`config.mk`:
```
export PLATFORM = sky130hd
export DESIGN_NAME = branch_predictor
export DESIGN_NICKNAME = d
export VERILOG_FILES = /design/src/rtl/bp_pkg.sv /design/src/rtl/bp_btb.sv /design/src/rtl/branch_predictor.sv
export SDC_FILE = /design/constraint.sdc
export NUM_CORES = 2
export LEC_CHECK = 0
export ABC_CLOCK_PERIOD_IN_PS = 30900
export BUFFER_PORTS_ARGS = -buffer_cell sky130_fd_sc_hd__buf_2
export CAP_MARGIN = 25
export CORE_MARGIN = 2
export CORE_UTILIZATION = 57
export DETAILED_ROUTE_END_ITERATION = 16
export PLACE_DENSITY = 0.82
export SETUP_SLACK_MARGIN = 0.3
export SYNTH_ARGS = -nofsm -noshare
export SYNTH_HDL_FRONTEND = slang
export SYNTH_SLANG_ARGS = --single-unit
```
`constraint.sdc`:
```
create_clock -name clk -period 30.9 [get_ports clk]
set_input_delay 4.635 -clock clk [delete_from_list [all_inputs] [get_ports clk]]
set_output_delay 4.635 -clock clk [all_outputs]
set_load 0.01 [all_outputs]
```
`src/rtl/bp_pkg.sv`:
```
// Shared types and sizing for the gshare branch predictor and its BTB.
package bp_pkg;
   localparam int GHR_W     = 4;
   localparam int BTB_IDX_W = 4;
   localparam int BTB_N     = 2 ** BTB_IDX_W;
   localparam int PHT_N     = 2 ** GHR_W;
   localparam int TAG_W     = 32 - BTB_IDX_W - 2;

   typedef logic [1:0] sat2_t;
   localparam sat2_t SAT2_WNT = 2'b01;

   typedef struct packed {
      logic             valid;
      logic             is_cond;
      logic [TAG_W-1:0] tag;
      logic [31:0]      target;
   } btb_entry_t;

   // Two-bit saturating counter step: clamps at 00 and 11.
   function automatic sat2_t sat2_next(sat2_t c, logic up);
      if (up) return (c == 2'b11) ? c : c + 2'd1;
      else    return (c == 2'b00) ? c : c - 2'd1;
   endfunction
endpackage

```
`src/rtl/bp_btb.sv`:
```
// Direct-mapped branch target buffer: two combinational read ports (IF lookup,
// EX target check) and one registered write port. Reads see pre-write contents.
module bp_btb
   import bp_pkg::*;
(
   input  logic                 clk,
   input  logic                 reset,
   input  logic [BTB_IDX_W-1:0] if_idx_i,
   input  logic [BTB_IDX_W-1:0] ex_idx_i,
   input  logic                 wr_en_i,
   input  logic [BTB_IDX_W-1:0] wr_idx_i,
   input  btb_entry_t           wr_entry_i,
   output btb_entry_t           if_entry_o,
   output btb_entry_t           ex_entry_o
);
   btb_entry_t mem_q [BTB_N];

   // Entry storage; reset invalidates everything and wins over a same-cycle write.
   always_ff @(posedge clk or posedge reset) begin
      if (reset) begin
         for (int i = 0; i < BTB_N; i++) mem_q[i] <= '0;
      end else if (wr_en_i) begin
         mem_q[wr_idx_i] <= wr_entry_i;
      end
   end

   assign if_entry_o = mem_q[if_idx_i];
   assign ex_entry_o = mem_q[ex_idx_i];
endmodule

```
`src/rtl/branch_predictor.sv`:
```
// Gshare direction predictor plus BTB. IF side predicts in the same cycle;
// EX side detects mispredicts, produces the redirect PC and trains all state.
module branch_predictor
   import bp_pkg::*;
(
   input  logic             clk,
   input  logic             reset,
   input  logic [31:0]      IF_pc,
   input  logic             IF_stall,
   output logic             IF_BTB_hit,
   output logic             IF_prediction,
   output logic [31:0]      IF_target,
   output logic [GHR_W-1:0] IF_pattern_used,
   input  logic             EX_update,
   input  logic             EX_is_cond,
   input  logic [31:0]      EX_pc,
   input  logic             EX_taken,
   input  logic [31:0]      EX_target,
   input  logic             EX_BTB_hit,
   input  logic             EX_prediction,
   input  logic [GHR_W-1:0] EX_pattern_used,
   output logic             EX_mispredict,
   output logic [31:0]      EX_redirect_pc
);
   logic [GHR_W-1:0] ghr_spec_q, ghr_spec_d;
   logic [GHR_W-1:0] ghr_commit_q, ghr_commit_d;
   sat2_t            pht_q [PHT_N];
   btb_entry_t       if_entry, ex_entry, wr_entry;
   logic [GHR_W-1:0] if_pht_idx, ex_pht_idx;
   logic             ex_tgt_match, spec_shift, unused_ok;

   bp_btb u_btb (
      .clk        (clk),
      .reset      (reset),
      .if_idx_i   (IF_pc[BTB_IDX_W+1:2]),
      .ex_idx_i   (EX_pc[BTB_IDX_W+1:2]),
      .wr_en_i    (EX_update && EX_taken),
      .wr_idx_i   (EX_pc[BTB_IDX_W+1:2]),
      .wr_entry_i (wr_entry),
      .if_entry_o (if_entry),
      .ex_entry_o (ex_entry)
   );

   // IF lookup
   assign if_pht_idx      = IF_pc[GHR_W+1:2] ^ ghr_spec_q;
   assign IF_BTB_hit      = if_entry.valid && (if_entry.tag == IF_pc[31:BTB_IDX_W+2]);
   assign IF_prediction   = IF_BTB_hit && (if_entry.is_cond ? pht_q[if_pht_idx][1] : 1'b1);
   assign IF_target       = if_entry.target;
   assign IF_pattern_used = ghr_spec_q;
   assign spec_shift      = IF_BTB_hit && if_entry.is_cond && !IF_stall;

   // EX resolve: a tag miss on the stored entry counts as a target mismatch
   assign ex_pht_idx   = EX_pc[GHR_W+1:2] ^ EX_pattern_used;
   assign ex_tgt_match = ex_entry.valid && (ex_entry.tag == EX_pc[31:BTB_IDX_W+2])
                         && (ex_entry.target == EX_target);
   assign unused_ok    = ^{IF_pc[1:0], ex_entry.is_cond};

   // Mispredict detection and redirect, both idle-low when nothing resolves
   always_comb begin
      EX_mispredict  = 1'b0;
      EX_redirect_pc = '0;
      if (EX_update) begin
         if (EX_is_cond)
            EX_mispredict = (EX_taken != (EX_BTB_hit && EX_prediction)) || (EX_taken && !ex_tgt_match);
         else
            EX_mispredict = !EX_BTB_hit || !ex_tgt_match;
         EX_redirect_pc = EX_taken ? EX_target : EX_pc + 32'd4;
      end
   end

   // BTB fill data for taken resolutions
   always_comb begin
      wr_entry         = '0;
      wr_entry.valid   = 1'b1;
      wr_entry.is_cond = EX_is_cond;
      wr_entry.tag     = EX_pc[31:BTB_IDX_W+2];
      wr_entry.target  = EX_target;
   end

   // History next-state: recovery beats the speculative shift
   always_comb begin
      ghr_spec_d   = ghr_spec_q;
      ghr_commit_d = ghr_commit_q;
      if (EX_update && EX_is_cond) ghr_commit_d = {ghr_commit_q[GHR_W-2:0], EX_taken};
      if (EX_mispredict)
         ghr_spec_d = EX_is_cond ? {ghr_commit_q[GHR_W-2:0], EX_taken} : ghr_commit_q;
      else if (spec_shift)
         ghr_spec_d = {ghr_spec_q[GHR_W-2:0], IF_prediction};
   end

   // History registers and PHT training
   always_ff @(posedge clk or posedge reset) begin
      if (reset) begin
         ghr_spec_q   <= '0;
         ghr_commit_q <= '0;
         for (int i = 0; i < PHT_N; i++) pht_q[i] <= SAT2_WNT;
      end else begin
         ghr_spec_q   <= ghr_spec_d;
         ghr_commit_q <= ghr_commit_d;
         if (EX_update && EX_is_cond) pht_q[ex_pht_idx] <= sat2_next(pht_q[ex_pht_idx], EX_taken);
      end
   end
endmodule

```
==> reports/results.tsv <==
stage	metric	value	unit
status	outcome	finished clean	
min_path	HP Class	register to register	
pwr	Psw	0.00116	W
global_route	antenna violations before repair	24	
pwr	worst vdd ir	0.0530	mV
critical_path	critical-path maximum fanout	57	
routing	vias post-DR	37500	
critical_path	Worst path max stage delay	0.74	ns
global_route	total gr overflow	0	
clock_network	H-tree levels	3	
critical_path	slowest cell on the critical path	buf_4	
sta	max-slew violations	0	
floorplan	DIE AREA	98600	sq um
sta	slack of the critical path	15.74	ns
sta	Hold Fails Final Rpt	0	
floorplan	chip height	314	um
clock_network	clk root buf	clkbuf_16	
global_route	pin count of the biggest net entering global routing	112	
logic_synthesis	synth warn	0	
job	Max Cap Violations	0	
placement	# port buffers	176	
clock_network	CTS resizes	0	
sta	Slew HR	19.9	%
critical_path	reg-to-reg slack, setup	26.53	ns
sta	Final Setup Violations	0	
cells_and_area	Final Instance Area	59900	sq um
logic_synthesis	syn_area_per_cell	14.2	sq um
sta	Layout Skew	0.0308	ns
logic_synthesis	Top FF cell, synth	dfrtp_1	
pwr	Reg power frac	44.3	%
routing	Routed Antenna Nets	0	
critical_path	most used cell, CP	buf_4	
clock_network	Clock Tree Buf Depth	3	
logic_synthesis	asr flop ratio synth	100	%
pwr	clock power share	32.8	%
cells_and_area	commonest cells after routing, fill and taps aside	984 x dfrtp_1, 873 x mux2_2, 491 x mux4_2	
logic_synthesis	Mapped Cells	3852	
floorplan	core area	95200	sq um
clock_network	Worst-path clk slew	0.06	ns
sta	Sum Neg Setup Slack	0	ns
critical_path	Worst EP required	26.27	ns
clock_network	CTS tree	built	
routing	drt total wl	168	mm
placement	gp weighted congestion	1.02	
floorplan	Die X	314	um
clock_network	Num Clock Sinks	1000	
clock_network	clk_lat worst skew	0.71	ns
critical_path	Critical Path AT	10.53	ns
logic_synthesis	sequential-to-total area share from yosys stat	45.7	%
clock_network	setup bufs post-CTS	0	
global_route	vias in the first global route	37500	
floorplan	Rows	113	
sta	worst-margin pin slew	1.20	ns
sta	final worst path period share	49.1	%
critical_path	cells along the critical path	buf_8 -> buf_4 -> buf_4 -> buf_4 -> mux4_2 -> mux4_2 -> xor2_1 -> nor4_2 -> o2111ai_1 -> or4_4 -> o31ai_4 -> inv_2 -> buf_2	
cells_and_area	share of cells above drive strength 1	47.0	%
sta	Fmax achieved	65.9	MHz
logic_synthesis	Synth Register Bits	1000	
cells_and_area	commonest non-fill, non-tap cell in the layout	dfrtp_1	
floorplan	initial core utilization	57.6	%
pwr	Lkg Pwr	26.4	nW
floorplan	I/O pin total	179	
cells_and_area	Final Core Density	63.0	%
critical_path	crit start category	input port	
routing	drt pass-1 iters	6	
logic_synthesis	post-synth net total	3964	
routing	Avg Vias per Cell	7.26	
placement	DP Worst Slack	15.88	ns
pwr	Power Internal	0.00284	W
global_route	GR Util All Layers	34.3	%
pwr	switching share of power	29.0	%
clock_network	Hold Buf Count CTS	0	
global_route	first-pass GRT wire length	249	mm
routing	detailed router's first-iteration violation count	5097	
pwr	Gate power share	22.9	%
routing	drt drc	0	
critical_path	crit path kind	input port to primary output	
cells_and_area	Layout area overhead	9.40	%
clock_network	CTS Buf Count	103	
cells_and_area	fin nets	3922	
routing	WL/cell	32.5	um
logic_synthesis	Syn Std Cell Area	54800	sq um
sta	Tmin final	15.16	ns
logic_synthesis	Synth cell types	73	
sta	worst hold slack	0.490	ns
critical_path	Critical Path End Type	primary output	
logic_synthesis	Post-synth EDFFs	0	
pwr	power density cells	66.7	nW/um^2
placement	placed cell area	56200	sq um
sta	RSZ-0062 raised after global routing	no	
placement	dpl hpwl	102	mm
==> registers in the layout, indices dropped and copies added (netlist names) <==
name and flops:
u_btb.mem_q 960, pht_q 32, IF_pattern_used 4, ghr_commit_q 4
==> layer usage <==
layer / global-route usage (%) / share of wire [%]
met1: 45.5 / 36
met2: 51.7 / 46
met3: 9.07 / 12
met4: 19.1 / 6.1
met5: 0 / 0.11
==> power by group through the flow <==
stage,sequential (W),combinational (W),clock (W)
after floorplan,0.00172,0.000680,0
after global placement,0.00175,0.000866,0
after detailed placement,0.00178,0.000892,0
after CTS,0.00176,0.000901,0.00132
after global routing,0.00180,0.000962,0.00137
final,0.00177,0.000915,0.00131
==> stage by stage <==
| step | cells | total power (W) |
|---|---|---|
| after floorplan | 3852 | 0.00240 |
| after global placement | 4959 | 0.00262 |
| after detailed placement | 4960 | 0.00267 |
| after CTS | 5153 | 0.00398 |
| after global routing | 5166 | 0.00413 |
| final | 5170 | 0.00400 |
==> area by class of cell <==
cell class / instances / area (sq um)
Inverter: 25 / 100
Tap cell: 1265 / 1580
Clock inverter: 47 / 606
Antenna cell: 7 / 17.5
Multi-Input combinational cell: 2430 / 28000
Sequential cell: 1000 / 25000
Timing Repair Buffer: 250 / 1610
Clock buffer: 146 / 2930
Fill cell: 6636 / 35200
==> worst max-delay path: cells and delay by family <==
family / cells / cell delay, ns
compound gates: 2 / 0.88
xor+xnor: 1 / 0.30
buf+inv: 6 / 2.62
mux: 2 / 0.90
simple gates: 2 / 1.01
==> cells by family after synthesis <==
kind of cell / Yosys count / synth area share, %
mux: 1552 / 41.6
flops: 1000 / 45.7
buf+inv: 422 / 3.34
simple gates: 422 / 3.53
compound gates: 349 / 4.08
xor+xnor: 101 / 1.62
fa+ha+maj: 6 / 0.128
==> synth_stat cells, types with 28 or more instances <==
master,count,share of area [%]
nor2_1,76,0.52
buf_1,65,0.45
o21ai_0,137,1.3
xor2_1,52,0.83
nand3_1,28,0.26
mux4_2,491,20
xnor2_1,49,0.78
nand2_1,206,1.4
a21oi_1,32,0.29
a211oi_1,29,0.40
mux2i_1,185,3.4
buf_2,50,0.46
buf_4,31,0.42
mux2_2,873,18
a22oi_1,37,0.51
dfrtp_1,984,45
clkbuf_1,242,1.7
==> final timing paths <==
| path | from | end | depth (start not counted) |
|---|---|---|---|
| min reg2reg | u_btb.mem_q[779] | u_btb.mem_q[779] | 1 |
| min in group asynchronous | reset | u_btb.mem_q[818] | 2 |
| max reg2reg | u_btb.mem_q[921] | IF_pattern_used[3] | 7 |
| max | EX_pc[3] | EX_mispredict | 13 |
| min | u_btb.mem_q[779] | u_btb.mem_q[779] | 1 |
| max in group asynchronous | reset | u_btb.mem_q[901] | 6 |
No activity file was read; power rests on OpenSTA's default activity.
